**src/rtl/bitstream_arbiter.sv**
```systemverilog
// Round-robin front end that shares one serial "11" detector among N_REQ word sources.
// A granted word is shifted MSB-first through a saturating 2-bit Mealy detector,
// and the detection count is reported back with the requester index.
module bitstream_arbiter #(
  parameter int unsigned N_REQ = 4,
  parameter int unsigned WIDTH = 8,
  parameter int unsigned CW    = $clog2(WIDTH)
) (
  input  logic                       clk,
  input  logic                       rst,
  input  logic [N_REQ-1:0]           req,
  input  logic [N_REQ*WIDTH-1:0]     data,
  output logic [N_REQ-1:0]           grant,
  output logic                       busy,
  output logic                       x,
  output logic [1:0]                 sm_state,
  output logic                       done,
  output logic [$clog2(N_REQ)-1:0]   done_id,
  output logic [CW-1:0]              hit_count
);

  localparam int unsigned IW = $clog2(N_REQ);
  localparam int unsigned XW = $clog2(WIDTH);

  typedef enum logic [1:0] {IDLE, SHIFT, REPORT} state_t;

  state_t           state;
  logic [IW-1:0]    ptr;
  logic [IW-1:0]    cur;
  logic [WIDTH-1:0] word;
  logic [XW-1:0]    idx;
  logic [CW-1:0]    count;

  logic             any;
  logic [IW-1:0]    sel;
  logic [WIDTH-1:0] sel_word;
  logic             hit;
  logic [1:0]       sm_next;

  // Round-robin search starting at ptr; first requesting index wins.
  always_comb begin
    int unsigned j;
    logic [IW-1:0] cand;
    any      = 1'b0;
    sel      = '0;
    sel_word = '0;
    j        = 0;
    cand     = '0;
    for (int unsigned k = 0; k < N_REQ; k++) begin
      j = 32'(ptr) + k;
      if (j >= N_REQ) j = j - N_REQ;
      cand = IW'(j);
      if (!any && req[cand]) begin
        any      = 1'b1;
        sel      = cand;
        sel_word = data[j*WIDTH +: WIDTH];
      end
    end
  end

  // Serial bit and detector next-state; x is forced low outside SHIFT.
  assign x = (state == SHIFT) ? word[idx] : 1'b0;

  // Saturating run counter of ones; a hit is a one following at least one one.
  always_comb begin
    hit     = x & (sm_state != 2'b00);
    sm_next = 2'b00;
    if (x) sm_next = (sm_state == 2'b11) ? 2'b11 : sm_state + 2'd1;
  end

  // Controller: arbitrate in IDLE, shift WIDTH bits, then report for one cycle.
  always_ff @(posedge clk) begin
    if (rst) begin
      state     <= IDLE;
      ptr       <= '0;
      cur       <= '0;
      word      <= '0;
      idx       <= '0;
      count     <= '0;
      grant     <= '0;
      busy      <= 1'b0;
      sm_state  <= 2'b00;
      done      <= 1'b0;
      done_id   <= '0;
      hit_count <= '0;
    end else begin
      grant <= '0;
      done  <= 1'b0;
      case (state)
        IDLE: begin
          if (any) begin
            word     <= sel_word;
            idx      <= XW'(WIDTH - 1);
            sm_state <= 2'b00;
            count    <= '0;
            grant    <= N_REQ'(1) << sel;
            cur      <= sel;
            busy     <= 1'b1;
            state    <= SHIFT;
          end
        end
        SHIFT: begin
          count <= count + CW'(hit);
          idx   <= idx - XW'(1);
          if (idx == '0) begin
            // Detector returns to its rest state as the word leaves SHIFT.
            sm_state  <= 2'b00;
            done      <= 1'b1;
            done_id   <= cur;
            hit_count <= count + CW'(hit);
            state     <= REPORT;
          end else begin
            sm_state <= sm_next;
          end
        end
        REPORT: begin
          ptr   <= (cur == IW'(N_REQ - 1)) ? '0 : cur + IW'(1);
          busy  <= 1'b0;
          state <= IDLE;
        end
        default: state <= IDLE;
      endcase
    end
  end

endmodule

```
**config.mk**
```make
export PLATFORM = sky130hd
export DESIGN_NAME = bitstream_arbiter
export DESIGN_NICKNAME = d
export VERILOG_FILES = /design/src/rtl/bitstream_arbiter.sv
export SDC_FILE = /design/constraint.sdc
export NUM_CORES = 1
export LEC_CHECK = 0
export CORE_ASPECT_RATIO = 0.8
export CORE_MARGIN = 2
export CORE_UTILIZATION = 50
export CTS_BUF_LIST = sky130_fd_sc_hd__clkbuf_4 sky130_fd_sc_hd__clkbuf_8
export DETAILED_ROUTE_END_ITERATION = 8
export PLACE_DENSITY = 0.88
export SYNTH_ARGS = -nofsm -noshare
export SYNTH_HDL_FRONTEND = slang
export SYNTH_SLANG_ARGS = --single-unit
```
**constraint.sdc**
```tcl
create_clock -name clk -period 3.75 [get_ports clk]
set_clock_uncertainty 0.1 [all_clocks]
set_input_delay 0.75 -clock clk [delete_from_list [all_inputs] [get_ports clk]]
set_output_delay 0.75 -clock clk [all_outputs]
set_load 0.01 [all_outputs]
```
==> out/qor.txt <==
GRT Overall Usage: 0.218
Setup violators final: 0
Routed wire length per instance: 16.8 um
Final #Nets: 355
Main combinational cell family by area after synthesis: multiplexers
RSZ-0062 raised after global routing: no
Reg area: 662 um2
Fin area: 3310 um2
DIE WIDTH: 85.2 um
Total wire length: 6230 um
Std-Cell Rows: 23
CTS tree: done
Die span in y: 69.0 um
DRC Markers: 0
Clk slew on worst S/H paths: 0.07 ns
Worst EP arrival: 3.06 ns
Total setup buffers inserted after CTS: 0
Via-to-Cell Ratio: 6.34
Grt total ovfl: 0
Final Util: 0.656
Synth cell types: 38
Clock sink total: 33
Skew-Pair Late Insertion Delay: 0.29 ns
1st-iter DRT viols: 121
Gpl congestion: 0.844
Area Growth Syn to Fin: 25.3%
Post-synth EDFFs: 0
Period utilisation layout: 0.791
Outcome: complete, no violations
Type of the worst setup path: input port to register
Setup TNS: 0 ns
Worst vdd ir: 0.237 mV
DP HPWL: 4550 um
Crit. End Element: register
Post-Synth Simple-Gate Area: 0.136
Number of buffers and inverters on the critical path: 1
Vias: 2357
Number of global-route vias before repair: 2194
Adder-cell area share of the yosys netlist: 0.0379
Fillers: 377
Internal: 0.000770 W
CTS Buffer Depth: 2
Core area: 5040 um2
Delay-heaviest family, CP: simple AND/OR/NAND/NOR gates
Crit-path cells: clkdlybuf4s50_1, mux4_2, or2_1, and4b_1, nand2_1, a311oi_2
Final Power: 0.00107 W
Logic pwr share: 0.297
Seq pwr share: 0.377
Die area: 5880 um2
Switch share: 0.282
IO Port Bufs: 51
Placed inst area: 3190 um2
Antenna Nets Post-Route: 0
Non-Filler Instances: 372
First-pass GRT wire length: 10100 um
Largest net degree at the start of global routing: 49
Max Freq: 337 MHz
Final hold vios: 0
Most frequent cells in the layout: clkdlybuf4s50_1 (51), dfxtp_1 (32), mux4_2 (30), nor2_1 (29)
Complex-gate fraction of the synthesized area: 0.167
Seq/Total Area, Yosys: 0.250
Power Density: 324 nW/um2
CP max stage delay: 0.66 ns
Slew HR: 0.534
Gates resized, CTS repair: 0
Drt first pass iters: 4
Async set-or-reset flop fraction in the synthesized netlist: 0
Share of cells above drive strength 1: 0.219
Most common cell after layout, fill and taps aside: clkdlybuf4s50_1
Worst slew pin tran: 0.696 ns
P_leak: 1.12 nW
Main flop type after synthesis: dfxtp_1
Hold Path Class: register to register
XOR/XNOR share of the synthesized area: 0.00332
Syn Area/Cell: 10.0 um2
Multi-input logic area: 1860 um2
Synthesized flop and latch total: 33
Number of H-tree levels: 2
Type of element launching the critical path: input port
Fin crit period: 2.96 ns
Initial antenna violation count: 0
CTS Root Cell: clkbuf_8
Initial Util: 0.524
N_diodes: 0
Synth Instances: 264
Io pins: 52
Mux cell area share after synthesis: 0.360
Max-Cap Viols: 0
Post-Syn Area: 2640 um2
NetSw: 0.000302 W
Dpl cells: 364
Syn nets: 310
CP required: 3.84 ns
Clock Power Share: 0.326
Syn. warnings: 0
Max stage delay cell, worst path: mux4_2
Pins Over Slew Limit: 0
Critical-path maximum fanout: 13
Hold-fix buffers, CTS: 0
CTS Buf Count: 5
-- power groups by stage --
stage | Sequential, W | Combinational, W | Clock (W)
after floorplan | 0.000407 | 0.000204 | 0
after global placement | 0.000409 | 0.000302 | 0
after detailed placement | 0.000412 | 0.000314 | 0
after CTS | 0.000405 | 0.000316 | 0.000355
after global routing | 0.000409 | 0.000347 | 0.000368
final | 0.000404 | 0.000318 | 0.000350
-- sequential cells by signal, indices dropped and copies added (netlist names) --
signal     flops
count          3
state          2
sm_state       2
hit_count      3
grant          4
done           1
ptr            2
word           8
done_id        2
busy           1
idx            3
cur            2
-- routing by layer --
metal	vias to the layer above	track usage	wire, um
met5	-	0	0
met4	0	0.0694	110
met3	14	0.0524	423
met2	90	0.354	2940
met1	1132	0.292	2750
li1	1121	-	-
-- worst reg2reg max path: stages (launching register included) --
cell and delay [ns]:
dfxtp_2 0.44, inv_1 0.12, ha_1 0.36, mux4_2 0.68
or2_1 0.31, and4b_1 0.43, nand2_1 0.11, a311oi_2 0.27
-- cells by family (layout without fill, tap and decap cells) --
logic type,count (synthesis),after routing
compound gates,68,68
xor+xnor,1,1
fa+ha+maj,8,8
buf+inv,26,72
flops,33,33
mux,55,55
simple gates,73,73
-- final timing paths --
kind	startpoint	to	slack, ns	cells after the start
max	req[3]	word[5]	0.79	6
min reg2reg	count[1]	count[1]	0.38	2
max reg2reg	ptr[0]	word[5]	0.84	7
min	count[1]	count[1]	0.38	2
-- synthesized netlist by cell type (all sizes together) (2+ instances only) --
cell type	count	area [um2]
inv	7	26.3
a311oi	9	85.1
nand2b	9	56.3
mux2	19	214
or2	2	12.5
mux2i	6	60.1
ha	8	100
nor3	7	35.0
mux4	30	676
a22o	2	17.5
nor3b	4	30.0
a211oi	3	22.5
nand2	16	60.1
nor2	29	109
clkbuf	9	33.8
a22oi	9	67.6
o22ai	3	18.8
a21oi	17	85.1
o21ai	19	95.1
dfxtp	33	661
buf	10	58.8
-- cell type report --
type,instances,area share
tap,62,0.0235
inverter,7,0.00795
clock inverter,1,0.00908
clock buffer,7,0.0273
multi-input combinational,205,0.564
timing repair buffer,57,0.168
sequential,33,0.200
-- stage by stage --
| stage | setup slack [ns] | hold slack, ns |
|---|---|---|
| floorplan | 0.610 | 0.355 |
| global placement | 0.614 | 0.364 |
| detailed placement | 0.500 | 0.372 |
| CTS | 0.804 | 0.382 |
| global route | 0.656 | 0.421 |
| finish | 0.785 | 0.384 |
(Power assumes the default switching activity.)
==> edit 1 (same settings) <==
Set the parameter `WIDTH` to 16 (it was 8).
--- a/src/rtl/bitstream_arbiter.sv
+++ b/src/rtl/bitstream_arbiter.sv
@@ -5,3 +5,3 @@
   parameter int unsigned N_REQ = 4,
-  parameter int unsigned WIDTH = 8,
+  parameter int unsigned WIDTH = 16,
   parameter int unsigned CW    = $clog2(WIDTH)
Interface: changed (resized data and hit_count); port bits go from 52 to 85. No check against the original RTL was run, so the function may have changed too.
==> edit 1 against the unedited design <==
- worst hold slack lost 0.0073 ns
- maximum frequency shrank 13%
- synthesized cell count up 61%
- synthesized area up 60%
- non-clock buffer count is 41 higher
- clock power decreased by 9.7%
- die area up 57%
- combinational power up 61%
- design area grew 57%
- total power increased by 28%
- worst setup slack worse by 0.44 ns
- sequential cell count rose by 11
- routed wire length rose by 71%
==> edit 1: results (changes against the unedited design) <==
Layout
  – Layout cells sized above 1: 24.1% (was 21.9%)
  – Final #Nets: 568 (was 355)
  – Fill cells: 639 (was 377)

Route
  – Router iterations before antenna repair: 5 (was 4)
  – Vias: 3786 (was 2357)
  – Initial DRC count: 290 (was 121)
  – Routed Wire Length: 10600 microns (was 6230 microns)

Setup path
  – Worst EP arrival: 2.56 ns (was 3.06 ns)
  – Reg2Reg Depth: 9 (was 7)
  – Crit-path max FO: 7 (was 13)

Placed design
  – Placed insts: 590 (was 364)
  – Number of I/O port buffers: 84 (was 51)
  – Routability cong.: 0.829 (was 0.844)
  – Dpl hpwl: 8210 microns (was 4550 microns)

Synthesis
  – Synth area leaders: dfxtp_1 (21%), mux4_2 (21%), mux2i_1 (13%) (was mux4_2 (26%), dfxtp_1 (25%), mux2_2 (8.1%))
  – Most instantiated cells after synthesis: mux2i_1 (56), nor2_1 (49), dfxtp_1 (44) (was dfxtp_1 (33), mux4_2 (30), nor2_1 (29))
  – Register area share after synthesis: 20.8% (was 25.0%)
  – Syn_nets: 504 (was 310)

Outcome
  – Outcome: complete, no violations (unchanged)

Global route
  – First-pass GRT wire length: 17600 microns (was 10100 microns)
  – Vias in the first global route: 3720 (was 2194)
  – Tot GR Track Use: 23.3% (was 21.8%)
  – Largest net degree at the start of global routing: 45 (was 49)

Pwr
  – Pleak: 1.73 nW (was 1.12 nW)
  – Peak VDD IR: 190 uV (was 237 uV)

Clock tree
  – Cts bufs inserted: 5 (unchanged)
==> edit 1: cell count changes after synthesis, sizes merged, moves of 5 or more <==
cell	unedited run	this run
buf	10	21
o211ai	0	32
inv	7	25
a22oi	9	2
dfxtp	33	44
nand2	16	21
nor2	29	50
mux2	19	4
o221a	0	16
mux2i	6	56
a311oi	9	18
clkbuf	9	20
mux4	30	39
==> edit 1: final cells by class <==
type	count	area (sq um)	area share, %
Inverter	25	93.8	1.81
Clock buffer	7	90.1	1.74
Multi-Input combinational cell	315	3040	58.5
Clock inverter	1	7.51	0.145
Timing Repair Buffer	98	941	18.1
Sequential cell	44	885	17.0
Tap cell	108	135	2.60
==> edit 1: worst max-delay path, cell delays in order, from the launching register on <==
cell and delay [ns]:
dfxtp_1 0.53, mux4_2 0.55, mux2_2 0.27, a22o_1 0.27, nand2_1 0.13, inv_1 0.05
clkdlybuf4s50_1 0.47
==> edit 1: cell families after synthesis <==
logic type | count (synthesis) | share of synthesized area [%]
AOI/OAI and AO/OA | 111 | 22.3
xor gates and xnor gates | 2 | 0.415
adders and majority gates | 9 | 2.66
buffers and inverters | 66 | 7.55
DFF | 44 | 20.8
muxes | 99 | 35.1
and+or+nand+nor | 94 | 11.1
==> edit 1: stage by stage <==
step	power (mW)	cell area [sq um]	setup slack (ns)
6_report	1.37	5190	0.344
5_1_grt	1.44	5190	0.189
4_1_cts	1.37	5190	0.333
3_5_place_dp	1.06	5090	0.412
3_3_place_gp	1.04	5090	0.538
2_1_floorplan	0.892	4230	0.537
==> edit 1: where the power goes <==
| group | internal [mW] | total (mW) | leakage, nW | switching, mW |
|---|---|---|---|---|
| combinational | 0.265 | 0.511 | 1.32 | 0.245 |
| sequential | 0.508 | 0.545 | 0.363 | 0.0370 |
| clock | 0.157 | 0.316 | 0.0479 | 0.159 |
==> edit 1: path summary, 6_finish.rpt <==
| check | from | to | slack, ns |
|---|---|---|---|
| min | done_id[0] | done_id[0] | 0.38 |
| max reg2reg | ptr[0] | word[5] | 0.59 |
| max | idx[1] | x | 0.34 |
| min reg2reg | done_id[0] | done_id[0] | 0.38 |
==> edit 1: per-layer routing <==
layer / share of wire [%] / vias up / wire length (microns) / track usage (%)
li1: - / 1782 / - / -
met1: 43 / 1848 / 4590 / 30.0
met2: 50 / 136 / 5320 / 41.2
met3: 5.3 / 20 / 566 / 3.31
met4: 1.6 / 0 / 173 / 6.61
met5: 0 / - / 0 / 0
==> edit 2 (same flow settings) <==
Made on the original files. The 3 states of `state_t` get a one-hot encoding in 3 bits.
--- a/src/rtl/bitstream_arbiter.sv
+++ b/src/rtl/bitstream_arbiter.sv
@@ -24,3 +24,3 @@
 
-  typedef enum logic [1:0] {IDLE, SHIFT, REPORT} state_t;
+  typedef enum logic [2:0] {IDLE = 3'b001, SHIFT = 3'b010, REPORT = 3'b100} state_t;
 
Function: same outputs for any inputs over 10 cycles, from zero or initial values and one cycle with rst high; not proved beyond that.
==> edit 2 against the unedited design <==
- total power down 1.9%
- utilization down 0.77 points
- largest power group unchanged
- largest cell class unchanged
- routed wire length down 2.8%
- sequential cell count up 1
- non-clock buffer count unchanged
- sequential power up 4%
- design area down 1.2%
- worst setup slack worse by 0.28 ns
- synthesized area down 0.52%
==> edit 2: results (changes against the unedited design) <==
Outcome
  – Outcome: complete, no violations (unchanged)

Pwr
  – Pleak: 1.20 nW (was 1.12 nW)
  – NetSw: 296 uW (was 302 uW)
  – Peak VDD IR: 210 uV (was 237 uV)

Clock tree
  – Number of setup buffers added after CTS: 0 (unchanged)
  – Cts bufs inserted: 5 (unchanged)
  – CTS clk-pin slew, worst paths: 0.07 ns (about the same)
  – Clock Tree Buf Depth: 2 (unchanged)
  – Post_cts resized: 0 (unchanged)

Placed design
  – Routability cong.: 0.865 (was 0.844)
  – Placed insts: 379 (was 364)
  – Pre-CTS setup slack: 0.305 ns (was 0.500 ns)
  – Dpl hpwl: 4600 microns (was 4550 microns)

Synthesis
  – Ys Warns: 0 (unchanged)
  – Syn avg cell area: 9.28 sq um (was 10.0 sq um)
  – Most instantiated cells after synthesis: nor2_1 (51), dfxtp_1 (34), mux4_2 (22) (was dfxtp_1 (33), mux4_2 (30), nor2_1 (29))
  – Register area share after synthesis: 25.9% (was 25.0%)
  – Syn_nets: 329 (was 310)
  – Unique cell type count in the Yosys netlist: 38 (unchanged)
  – Synth area leaders: dfxtp_1 (26%), mux4_2 (19%), nor2_1 (7.3%) (was mux4_2 (26%), dfxtp_1 (25%), mux2_2 (8.1%))
  – Top_reg_cell synth: dfxtp_1 (unchanged)
  – Async set or reset register ratio after synthesis: 0% (unchanged)
  – Yosys top cell area share: 25.9% (was 25.6%)

Route
  – Routed Wire Length: 6060 microns (was 6230 microns)
  – DR DRC count: 0 (unchanged)
  – Router iterations before antenna repair: 4 (unchanged)
  – Avg WL per Cell: 15.7 microns (was 16.8 microns)
  – Vias per cell: 6.09 (was 6.34)
  – Initial DRC count: 116 (was 121)

STA
  – Rel. slew slack: 38.7% (was 53.4%)

Global route
  – First-pass GRT wire length: 10000 microns (was 10100 microns)
  – Met3 usage: 5.12% (was 5.24%)
  – Vias in the first global route: 2228 (was 2194)
  – Tot GR Track Use: 21.7% (was 21.8%)
  – Met1 Use GR: 27.7% (was 29.2%)
  – Largest net degree at the start of global routing: 30 (was 49)
  – Initial antenna violation count: 0 (unchanged)
  – Met2 usage: 36.7% (was 35.4%)

Layout
  – Final #Nets: 370 (was 355)
  – Layout cells sized above 1: 17.0% (was 21.9%)

Setup path
  – Worst EP arrival: 3.37 ns (was 3.06 ns)
  – Crit-path max FO: 16 (was 13)
  – Largest stage delay on the critical path: 0.67 ns
  – Slowest stage cell on the critical path: mux4_2 (unchanged)
==> edit 2: per-layer routing <==
| layer | vias to the layer above | routed length [microns] |
|---|---|---|
| li1 | 1144 | - |
| met1 | 1089 | 2670 |
| met2 | 108 | 2850 |
| met3 | 11 | 462 |
| met4 | 0 | 74 |
| met5 | - | 0 |
==> edit 2: path summary, 6_finish.rpt <==
check	startpoint	end	slack (ns)	depth (start not counted)
setup reg to reg	ptr[0]	sm_state[1]	0.50	7
hold reg to reg	busy	busy	0.37	2
hold / removal	busy	busy	0.37	2
setup / recovery	ptr[0]	sm_state[1]	0.50	7
==> edit 2: kinds of logic after synthesis <==
logic type	Yosys count	share of synthesized area (%)
AND/OR/NAND/NOR	85	14.4
AO/OA/AOI/OAI	73	19.5
multiplexers	51	30.7
flip-flops	34	25.9
buffers and inverters	30	5.00
adder cells (fa/ha/maj)	8	3.81
XOR/XNOR	2	0.667
==> edit 2: stage by stage <==
stage | util, % | hold WS, ns | instance area [sq um] | total power [mW]
floorplan | - | 0.352 | 2630 | 0.615
global placement | 62.6 | 0.360 | 3150 | 0.705
detailed placement | 62.6 | 0.366 | 3150 | 0.717
CTS | 64.9 | 0.376 | 3270 | 1.05
global route | 64.9 | 0.400 | 3270 | 1.10
finish | 64.9 | 0.373 | 3270 | 1.05
==> edit 2: cell type report <==
cell class | count | area, sq um
sequential | 34 | 682
clock inverter | 1 | 30.0
clock buffer | 6 | 82.6
fill | 411 | 1770
multi-input combinational | 219 | 1810
timing repair buffer | 57 | 556
inverter | 7 | 26.3
tap | 62 | 77.6
==> edit 2: worst max-delay path: cells and delay by family, from the launching register on <==
family	cells	cell delay, ns
mux	1	0.67
compound gates	3	0.89
fa+ha+maj	1	0.42
flops	1	0.59
simple gates	1	0.33
buf+inv	1	0.18
==> edit 2: power by group through the flow <==
stage	sequential (mW)	combinational (mW)	clock, mW
floorplan	0.424	0.192	0
global placement	0.426	0.278	0
detailed placement	0.428	0.289	0
CTS	0.420	0.290	0.343
global route	0.425	0.324	0.356
finish	0.420	0.295	0.337
